--- src/rtl/icache_sa_if.sv ---
// Fetch-side and memory-side signal bundle for icache_sa.
//   slave  : the cache's view (takes fetch requests and memory data, drives hit/data and read requests)
//   master : the environment's view (datapath fetch port plus memory controller instruction channel)
// Signals:
//   imemREN/imemaddr/iflush -> cache   : fetch request, word-aligned byte address, invalidate-all pulse
//   ihit/imemload           <- cache   : hit this cycle and the fetched word
//   iREN/iaddr              <- cache   : memory read request and address
//   iwait/iload             -> cache   : memory busy flag and read data
interface icache_sa_if;
  logic        imemREN;
  logic [31:0] imemaddr;
  logic        iflush;
  logic        ihit;
  logic [31:0] imemload;
  logic        iREN;
  logic [31:0] iaddr;
  logic        iwait;
  logic [31:0] iload;

  modport slave (
    input  imemREN, imemaddr, iflush, iwait, iload,
    output ihit, imemload, iREN, iaddr
  );

  modport master (
    output imemREN, imemaddr, iflush, iwait, iload,
    input  ihit, imemload, iREN, iaddr
  );
endinterface

--- src/rtl/icache_sa.sv ---
// Set-associative instruction cache with multi-word blocks and LRU replacement.
// Hits are served combinationally in IDLE; a miss fills the whole block word by
// word into the first invalid way (or the LRU way), then passes through DONE.
// Ports:
//   CLK, RST   : clock, asynchronous active-high reset
//   bus        : icache_sa_if.slave (fetch port + memory instruction channel)
//   hit_count, miss_count : saturating statistics, present only when the
//                           macro ICACHE_STATS_EN is defined
module icache_sa #(
  parameter int unsigned SETS          = 8,
  parameter int unsigned WAYS          = 2,
  parameter int unsigned WORDS_PER_BLK = 2
) (
  input  logic         CLK,
  input  logic         RST,
  icache_sa_if.slave   bus
`ifdef ICACHE_STATS_EN
  ,
  output logic [31:0]  hit_count,
  output logic [31:0]  miss_count
`endif
);

  localparam int unsigned OFF_W     = $clog2(WORDS_PER_BLK);
  localparam int unsigned CNT_W     = (OFF_W > 0) ? OFF_W : 1;
  localparam int unsigned IDX_W     = $clog2(SETS);
  localparam int unsigned TAG_LSB   = 2 + OFF_W + IDX_W;
  localparam int unsigned TAG_W     = 32 - TAG_LSB;
  localparam int unsigned WAY_W     = (WAYS > 1) ? $clog2(WAYS) : 1;
  localparam int unsigned LAST_WORD = WORDS_PER_BLK - 1;

  typedef enum logic [1:0] {S_IDLE, S_FILL, S_DONE} state_t;

  state_t r_state;
  state_t w_next_state;

  logic [WAYS-1:0]  r_valid [SETS];
  logic [TAG_W-1:0] r_tag   [SETS][WAYS];
  logic [31:0]      r_data  [SETS][WAYS][WORDS_PER_BLK];

  logic [31:0]      r_base;
  logic [WAY_W-1:0] r_victim;
  logic [CNT_W-1:0] r_cnt;

  logic [CNT_W-1:0] w_word;
  logic [IDX_W-1:0] w_index;
  logic [TAG_W-1:0] w_tag;
  logic [IDX_W-1:0] w_fill_index;
  logic [TAG_W-1:0] w_fill_tag;

  logic             w_hit_any;
  logic [WAY_W-1:0] w_hit_way;
  logic             w_ihit;
  logic             w_miss;
  logic             w_fill_beat;
  logic             w_fill_done;
  logic [WAY_W-1:0] w_victim;
  logic [WAY_W-1:0] w_age [WAYS];

  logic             w_touch_en;
  logic [IDX_W-1:0] w_touch_set;
  logic [WAY_W-1:0] w_touch_way;

  // Address split for the live request and for the latched fill block
  assign w_word       = CNT_W'((bus.imemaddr >> 2) & 32'(LAST_WORD));
  assign w_index      = IDX_W'(bus.imemaddr >> (2 + OFF_W));
  assign w_tag        = TAG_W'(bus.imemaddr >> TAG_LSB);
  assign w_fill_index = IDX_W'(r_base >> (2 + OFF_W));
  assign w_fill_tag   = TAG_W'(r_base >> TAG_LSB);

  // Tag lookup across all ways of the indexed set
  always_comb begin
    w_hit_any = 1'b0;
    w_hit_way = '0;
    for (int w = 0; w < WAYS; w++) begin
      if (!w_hit_any && r_valid[w_index][w] && (r_tag[w_index][w] == w_tag)) begin
        w_hit_any = 1'b1;
        w_hit_way = WAY_W'(w);
      end
    end
  end

  // A flush in the same cycle suppresses both the hit and the miss
  assign w_ihit      = (r_state == S_IDLE) && bus.imemREN && !bus.iflush && w_hit_any;
  assign w_miss      = (r_state == S_IDLE) && bus.imemREN && !bus.iflush && !w_hit_any;
  assign w_fill_beat = (r_state == S_FILL) && !bus.iflush && !bus.iwait;
  assign w_fill_done = w_fill_beat && (r_cnt == CNT_W'(LAST_WORD));

  // Victim: lowest-numbered invalid way, otherwise the oldest way
  always_comb begin
    logic found;
    found    = 1'b0;
    w_victim = '0;
    for (int w = 0; w < WAYS; w++) begin
      if (!found && !r_valid[w_index][w]) begin
        found    = 1'b1;
        w_victim = WAY_W'(w);
      end
    end
    if (!found) begin
      for (int w = 0; w < WAYS; w++) begin
        if (w_age[w] == WAY_W'(WAYS - 1)) w_victim = WAY_W'(w);
      end
    end
  end

  // Way to promote to MRU: the hit way in IDLE, or the victim on fill completion
  always_comb begin
    w_touch_en  = 1'b0;
    w_touch_set = w_index;
    w_touch_way = w_hit_way;
    if (w_ihit) begin
      w_touch_en = 1'b1;
    end else if (w_fill_done) begin
      w_touch_en  = 1'b1;
      w_touch_set = w_fill_index;
      w_touch_way = r_victim;
    end
  end

  // LRU ages: a permutation per set, 0 = MRU; absent for direct-mapped
  generate
    if (WAYS > 1) begin : g_lru
      logic [WAY_W-1:0] r_age [SETS][WAYS];

      always_ff @(posedge CLK or posedge RST) begin
        if (RST) begin
          for (int s = 0; s < SETS; s++)
            for (int w = 0; w < WAYS; w++)
              r_age[s][w] <= WAY_W'(w);
        end else if (bus.iflush) begin
          for (int s = 0; s < SETS; s++)
            for (int w = 0; w < WAYS; w++)
              r_age[s][w] <= WAY_W'(w);
        end else if (w_touch_en) begin
          for (int w = 0; w < WAYS; w++) begin
            if (WAY_W'(w) == w_touch_way)
              r_age[w_touch_set][w] <= '0;
            else if (r_age[w_touch_set][w] < r_age[w_touch_set][w_touch_way])
              r_age[w_touch_set][w] <= r_age[w_touch_set][w] + WAY_W'(1);
          end
        end
      end

      always_comb begin
        for (int w = 0; w < WAYS; w++) w_age[w] = r_age[w_index][w];
      end
    end else begin : g_no_lru
      always_comb w_age[0] = '0;
    end
  endgenerate

  // Storage, fill address and fill counter
  always_ff @(posedge CLK or posedge RST) begin
    if (RST) begin
      for (int s = 0; s < SETS; s++) begin
        r_valid[s] <= '0;
        for (int w = 0; w < WAYS; w++) begin
          r_tag[s][w] <= '0;
          for (int k = 0; k < WORDS_PER_BLK; k++) r_data[s][w][k] <= '0;
        end
      end
      r_base   <= '0;
      r_victim <= '0;
      r_cnt    <= '0;
    end else begin
      if (bus.iflush) begin
        for (int s = 0; s < SETS; s++) r_valid[s] <= '0;
      end
      if (w_miss) begin
        r_base   <= bus.imemaddr & ~(32'(4 * WORDS_PER_BLK) - 32'd1);
        r_victim <= w_victim;
        r_cnt    <= '0;
      end
      if (w_fill_beat) begin
        r_data[w_fill_index][r_victim][r_cnt] <= bus.iload;
        if (w_fill_done) begin
          r_cnt                          <= '0;
          r_valid[w_fill_index][r_victim] <= 1'b1;
          r_tag[w_fill_index][r_victim]   <= w_fill_tag;
        end else begin
          r_cnt <= r_cnt + CNT_W'(1);
        end
      end
    end
  end

  // FSM state register
  always_ff @(posedge CLK or posedge RST) begin
    if (RST) r_state <= S_IDLE;
    else     r_state <= w_next_state;
  end

  // FSM next state
  always_comb begin
    w_next_state = r_state;
    case (r_state)
      S_IDLE:  if (w_miss) w_next_state = S_FILL;
      S_FILL: begin
        if (bus.iflush)       w_next_state = S_IDLE;
        else if (w_fill_done) w_next_state = S_DONE;
      end
      S_DONE:  w_next_state = S_IDLE;
      default: w_next_state = S_IDLE;
    endcase
  end

  // FSM outputs
  always_comb begin
    bus.ihit     = w_ihit;
    bus.imemload = '0;
    bus.iREN     = 1'b0;
    bus.iaddr    = '0;
    if (w_ihit) bus.imemload = r_data[w_index][w_hit_way][w_word];
    if (r_state == S_FILL) begin
      bus.iREN  = 1'b1;
      bus.iaddr = r_base + (32'(r_cnt) << 2);
    end
  end

`ifdef ICACHE_STATS_EN
  logic [31:0] r_hit_count;
  logic [31:0] r_miss_count;

  // Saturating statistics, untouched by flush
  always_ff @(posedge CLK or posedge RST) begin
    if (RST) begin
      r_hit_count  <= '0;
      r_miss_count <= '0;
    end else begin
      if (w_ihit && (r_hit_count != 32'hFFFF_FFFF))  r_hit_count  <= r_hit_count + 32'd1;
      if (w_miss && (r_miss_count != 32'hFFFF_FFFF)) r_miss_count <= r_miss_count + 32'd1;
    end
  end

  assign hit_count  = r_hit_count;
  assign miss_count = r_miss_count;
`endif

endmodule
--- src/flat_wrapper.sv ---
// flat-port wrapper written by rule: the top's interface ports become plain ports
module icache_sa_flat 
#(
  parameter int unsigned SETS          = 8,
  parameter int unsigned WAYS          = 2,
  parameter int unsigned WORDS_PER_BLK = 2
)
  (CLK, RST, bus_imemREN, bus_imemaddr, bus_iflush, bus_iwait, bus_iload, bus_ihit, bus_imemload, bus_iREN, bus_iaddr);
  icache_sa_if bus_i ();
  input  logic CLK;
  input  logic RST;
  input wire logic [$bits(bus_i.imemREN)-1:0] bus_imemREN;
  input wire logic [$bits(bus_i.imemaddr)-1:0] bus_imemaddr;
  input wire logic [$bits(bus_i.iflush)-1:0] bus_iflush;
  input wire logic [$bits(bus_i.iwait)-1:0] bus_iwait;
  input wire logic [$bits(bus_i.iload)-1:0] bus_iload;
  output wire logic [$bits(bus_i.ihit)-1:0] bus_ihit;
  output wire logic [$bits(bus_i.imemload)-1:0] bus_imemload;
  output wire logic [$bits(bus_i.iREN)-1:0] bus_iREN;
  output wire logic [$bits(bus_i.iaddr)-1:0] bus_iaddr;
  assign bus_i.imemREN = bus_imemREN;
  assign bus_i.imemaddr = bus_imemaddr;
  assign bus_i.iflush = bus_iflush;
  assign bus_i.iwait = bus_iwait;
  assign bus_i.iload = bus_iload;
  assign bus_ihit = bus_i.ihit;
  assign bus_imemload = bus_i.imemload;
  assign bus_iREN = bus_i.iREN;
  assign bus_iaddr = bus_i.iaddr;
  icache_sa #(.SETS(SETS), .WAYS(WAYS), .WORDS_PER_BLK(WORDS_PER_BLK)) u_core (.CLK(CLK), .RST(RST), .bus(bus_i));
endmodule
--- config.mk ---
export PLATFORM = sky130hd
export DESIGN_NAME = icache_sa_flat
export DESIGN_NICKNAME = d
export VERILOG_FILES = /design/src/rtl/icache_sa_if.sv /design/src/rtl/icache_sa.sv /design/src/flat_wrapper.sv
export SDC_FILE = /design/constraint.sdc
export NUM_CORES = 2
export LEC_CHECK = 0
export CAP_MARGIN = 25
export CORE_MARGIN = 1
export CORE_UTILIZATION = 55
export CTS_BUF_LIST = sky130_fd_sc_hd__clkbuf_8
export DETAILED_ROUTE_END_ITERATION = 12
export PLACE_DENSITY = 0.83
export SLEW_MARGIN = 20
export SYNTH_ARGS = -nofsm -noshare
export SYNTH_HDL_FRONTEND = slang
export SYNTH_SLANG_ARGS = --single-unit
--- constraint.sdc ---
create_clock -name CLK -period 48.5 [get_ports CLK]
set_clock_uncertainty 0.1 [all_clocks]
set_input_delay 9.7 -clock CLK [delete_from_list [all_inputs] [get_ports CLK]]
set_output_delay 9.7 -clock CLK [all_outputs]
set_load 0.01 [all_outputs]
After elaboration in Yosys (flattened, before gate mapping)
Cells that the tools add are included.

Bits in registers: 1505. Input bits: 69. Output and inout port bits: 66. Word-level logic and storage cells: 222.

Add/sub/neg operators: 4. $lt $le $gt $ge: 16. Eq/ne operators: 5. Muxes and demuxes: 82. Bitwise logic cells: 13. Reduce and logical (&&, ||, !) cells: 26.

Operator list (count): $bwmux 1024 (1); $bwmux 416 (1); $bmux 128 s3 (1); $demux 128 s3 (1); $mux 128 (3); $mux 64 (4); $mux 32 (6); $mux 16 (11); $bmux 52 s3 (1); $demux 52 s3 (1); $mux 52 (3); $demux 64 s1 (1); $eq 26x26->1 (2); $add 32x3->32 (1); $and 16x16->16 (2); $bwmux 16 (2); $demux 32 s1 (1); $not 16->16 (2); $demux 26 s1 (1); $mux 26 (1); $mux 1 (22); $mux 2 (11); $bmux 2 s3 (3); $demux 2 s3 (3); other kinds (22) (61).

Longest topological paths before layout
Word-level depth: 30. Depth in mapped cells: 16. Gate-level depth less buffers: 10.

Least setup slack after synthesis
Ideal clock, no wire load.

Kind: input -> output. Start: in bus_imemaddr[3]. End: out bus_imemload[10]. Data arrival time: 12.541 ns. Data required time: 38.700 ns. Slack: 26.159 ns. Cell stages on the path: 12. Cell sequence: buf_6 > buf_8 > buf_6 > buf_4 > buf_6 > buf_4 > buf_2 > buf_1 > mux4_2 > mux4_2 > mux2i_1 > nor2_1.

Cells in the longest elaborated chain, start to end: 19. Elaborated cells between the ends (all ways): 28. Those cells by class: 2 x eq/ne; 19 x mux; 2 x bitwise; 5 x reduce/logical.

RTL lines: from (decl) (line flat_wrapper.sv:13) `input wire logic [$bits(bus_i.imemaddr)-1:0] bus_imemaddr;`; $not 3->4 (implied by the code) * (line icache_sa.sv:76, icache_sa.sv:214); $bmux 52 s3 (line icache_sa.sv:76) `if (!w_hit_any && r_valid[w_index][w] && (r_tag[w_index][w] == w_tag)) begin`; $mux 52 (implied by the code) (2 in a row) (line icache_sa.sv:76); $eq 26x26->1 (line icache_sa.sv:76); $logic_and 1x1->1 (line icache_sa.sv:76); $mux 1 (line icache_sa.sv:76); $logic_not 1->1 (line icache_sa.sv:76); $logic_and 1x1->1 (2 in a row) (line icache_sa.sv:76); $mux 1 (line icache_sa.sv:76); $not 1->2 (implied by the code) (line icache_sa.sv:214) `if (w_ihit) bus.imemload = r_data[w_index][w_hit_way][w_word];`; $mux 64 (implied by the code) (3 in a row) (line icache_sa.sv:214); $mux 32 (implied by the code) (3 in a row) (line icache_sa.sv:214); $mux 32 * (line icache_sa.sv:214); to (decl) (line flat_wrapper.sv:18) `output wire logic [$bits(bus_i.imemload)-1:0] bus_imemload;`.

Mark *: on every way between the ends. The rest lies on a longest branch, timed or not. The select of a mux whose other input is x is not followed.

Final worst setup path
Start: in bus_imemaddr[5]. End: out bus_imemload[29].

The elaborated chain is that of the path after synthesis.

==> reports/qor.csv <==
stage,metric,value,unit
run_status,status,completed,
clock_network,postCtsSetupRepairBufs,0,
place,dp_hpwl,94.0,mm
sta,rsz0062_at_grt,false,
critical_path,crit_family,buffers and inverters,
sta,tightest_slew,1140,ps
sta,relSlewSlack,24.1,%
cells_and_area,syn_to_final_growth,10.8,%
sta,fmax,0.0389,GHz
power_and_ir_drop,power_density,38.0,nW/um^2
clock_network,post_cts_resized,0,
yosys,synth_compound_area_share,2.02,%
route,routed-via-count,40358,
critical_path,crit_required,38700,ps
critical_path,start_kind,primary input,
sta,tns,0,ps
yosys,synth_xor_area_share,0.152,%
yosys,yosys_warnings,0,
global_routing,grt_max_degree,176,
clock_network,clkSlewWorstSetupHoldPaths,60,ps
global_routing,antenna_found_initial,10,
cells_and_area,drive_gt1_share,49.3,%
die,core_area,124000,sq um
clock_network,clk-insertion-delay-late,950,ps
power_and_ir_drop,intPower,0.00216,W
sta,setup_viol_count_final,0,
clock_network,hold_buffers,0,
yosys,synth_area_per_cell,15.5,sq um
job,maxCapViolCount,0,
global_routing,grt_pass1_wl,262,mm
cells_and_area,multiInputGateArea,30000,sq um
sta,fin_crit,25710,ps
critical_path,worstSetupPathType,primary input to primary output,
power_and_ir_drop,vdd_drop_max,0.0283,mV
route,wirelength,171,mm
place,numPortBuffers,130,
critical_path,critPathMaxStageDelay,890,ps
die,start_util,55.8,%
die,placementRows,129,
critical_path,crit_slowest_cell,buf_4,
die,num_io_pins,135,
min_path,hold_path.class,register to register,
power_and_ir_drop,p_sw,0.000758,W
clock_network,cts_max_level,4,
critical_path,cp_max_fo,79,
critical_path,cp_common_cell,buf_4,
power_and_ir_drop,p_leak,37.6,nW
route,avgRoutedWirePerCell,27.0,um
sta,worst_slack,22790,ps
place,dpl_cell_area,71800,sq um
route,viasPerCell,6.37,
critical_path,arrival,15910,ps
power_and_ir_drop,combPwrFrac,12.7,%
sta,finalCritPeriodShare,53.0,%
place,place_congestion,0.870,
yosys,ys_seq_area_share,54.3,%
clock_network,cts_buffers,226,
clock_network,cts-root-buf,clkbuf_8,
yosys,synthMuxAreaShare,38.3,%
cells_and_area,fin_util,61.8,%
yosys,postSynthCellCount,4478,
cells_and_area,final_cell_mix,"1497 x dfrtp_1, 1481 x mux2_2, 348 x mux4_2",
clock_network,cts_sinks,1505,
global_routing,grt_pass1_vias,42792,
global_routing,grt-ovfl-total,0,
sta,finalHoldViolations,0,
cells_and_area,seqCellArea,37700,sq um
power_and_ir_drop,clockPowerShare,36.0,%
yosys,netlist_area,69300,sq um
cells_and_area,final_area,76800,sq um
critical_path,critPathCaptureType,primary output,
yosys,synth_ff_type,dfrtp_1,
route,route.detailed.drc,0,
yosys,synth-seq-cells,1505,
yosys,async_flop_share,100,%
die,die_area,127000,sq um
cells_and_area,nets,4587,
die,chipWidth,357,um
yosys,synth_top_family_by_area,multiplexers,
cells_and_area,nFillCells,8933,
die,die_h,357,um
cells_and_area,final_common_cell,dfrtp_1,
route,first_pass_iters,6,
power_and_ir_drop,switching_share,26.0,%
critical_path,path_cells,buf_8 -> buf_4 -> nor2_2 -> buf_4 -> a22o_1 -> o21ai_0 -> nand4_1 -> nor4_2 -> nand4_1 -> nand3_4 -> buf_4 -> mux2i_1 -> nor2_1 -> clkdlybuf4s50_1,
yosys,synth_edf_count,0,
route,drtAntennaViolNets,0,
clock_network,cts_tree,done,
yosys,synth-simple-area-share,2.42,%
yosys,synth_adder_area_share,0,%
yosys,ys_types,68,
sta,slew_violations,0,
route,drt-initial-drc-count,3909,
place,dp_worst_setup_slack,22960,ps
clock_network,ctsLongestPathBuffers,3,
critical_path,cp_num_buf_inv,5,
global_routing,gr-usage-all-layers,27.4,%
power_and_ir_drop,seqPwrFrac,51.4,%
## cell usage after synthesis, types with 3 or more instances
library cell | instances | area (sq um)
a211oi_1 | 10 | 75.1
a21bo_2 | 5 | 50.1
a21boi_0 | 14 | 105
a21oi_1 | 10 | 50.1
a221o_1 | 9 | 90.1
a22o_1 | 18 | 158
a22oi_1 | 54 | 405
a31o_2 | 4 | 35.0
a31oi_1 | 3 | 18.8
and2_1 | 33 | 206
and3_1 | 6 | 37.5
and3b_1 | 15 | 131
and4_1 | 6 | 52.6
buf_1 | 113 | 424
buf_2 | 27 | 135
buf_4 | 24 | 180
buf_6 | 14 | 158
clkbuf_1 | 230 | 863
dfrtp_1 | 1497 | 37500
dfstp_2 | 8 | 210
inv_1 | 33 | 124
mux2_2 | 1481 | 16700
mux2i_1 | 202 | 2020
mux4_2 | 348 | 7840
nand2_1 | 37 | 139
nand2b_1 | 5 | 31.3
nand3_1 | 22 | 110
nand3b_1 | 6 | 45.0
nand4_1 | 21 | 131
nor2_1 | 60 | 225
nor2b_1 | 15 | 93.8
nor3_1 | 14 | 70.1
nor3b_1 | 8 | 60.1
nor4_1 | 18 | 113
o21ai_0 | 39 | 195
o22ai_1 | 6 | 37.5
or2_2 | 6 | 37.5
or3_1 | 9 | 56.3
xor2_1 | 10 | 87.6
## cells by family after synthesis
kind of cell,count (synthesis)
mux,2031
flops,1505
buf+inv,444
simple gates,295
compound gates,190
xor+xnor,12
other cells,1
## layer usage
metal,track usage [%],vias up,routed length (um)
met2,43.5,1479,82300
met3,5.99,365,12000
li1,-,16779,-
met5,0,-,145
met4,10.8,14,5870
met1,37.1,21721,71200
## worst min-delay path, stage by stage (launching register included)
cell and delay, ps:
dfstp_2 380, inv_1 50, a211oi_1 50
## power by group through the flow
stage | registers (W) | clock network, W | logic [W]
2_1_floorplan | 0.00148 | 0 | 0.000299
3_3_place_gp | 0.00150 | 0 | 0.000354
3_5_place_dp | 0.00152 | 0 | 0.000368
4_1_cts | 0.00149 | 0.00106 | 0.000369
5_1_grt | 0.00151 | 0.00112 | 0.000398
6_report | 0.00150 | 0.00105 | 0.000369
## cell type report
cell class                      instances  area share (%)
Multi-Input combinational cell       2530            39.1
Timing Repair Buffer                  222            2.98
Tap cell                             1637            2.67
Clock buffer                          289            5.18
Inverter                               33           0.166
Antenna cell                            4          0.0130
Sequential cell                      1505            49.1
Clock inverter                        120           0.854
## metrics by stage
stage / cells / hold slack [ps] / total power [W]
after floorplan: 4479 / 359 / 0.00178
after detailed placement: 5909 / 386 / 0.00188
after global routing: 6339 / 405 / 0.00303
after global placement: 5908 / 382 / 0.00186
final: 6340 / 389 / 0.00291
after CTS: 6318 / 394 / 0.00293
## path summary, 6_finish.rpt
kind	slack [ps]	endpoint	cells past startpoint	startpoint
min in group asynchronous	9060	u_core.r_data[543]	2	RST
max in group asynchronous	34890	u_core.r_tag[280]	7	RST
hold reg to reg	390	u_core.g_lru.r_age[8]	2	u_core.g_lru.r_age[8]
hold / removal	390	u_core.g_lru.r_age[8]	2	u_core.g_lru.r_age[8]
setup reg to reg	44210	u_core.g_lru.r_age[6]	10	u_core.r_tag[27]
setup / recovery	22790	bus_imemload[29]	14	bus_imemaddr[5]
## sequential cells by signal, summed over array words and instances, names as in the netlist
| name | count |
|---|---|
| u_core.r_tag | 416 |
| u_core.r_victim | 1 |
| u_core.r_state | 2 |
| u_core.r_data | 1024 |
| u_core.r_valid | 16 |
| u_core.g_lru.r_age | 16 |
| u_core.r_cnt | 1 |
| u_core.r_base | 29 |
Note: power is estimated with default switching activity, not from simulation.
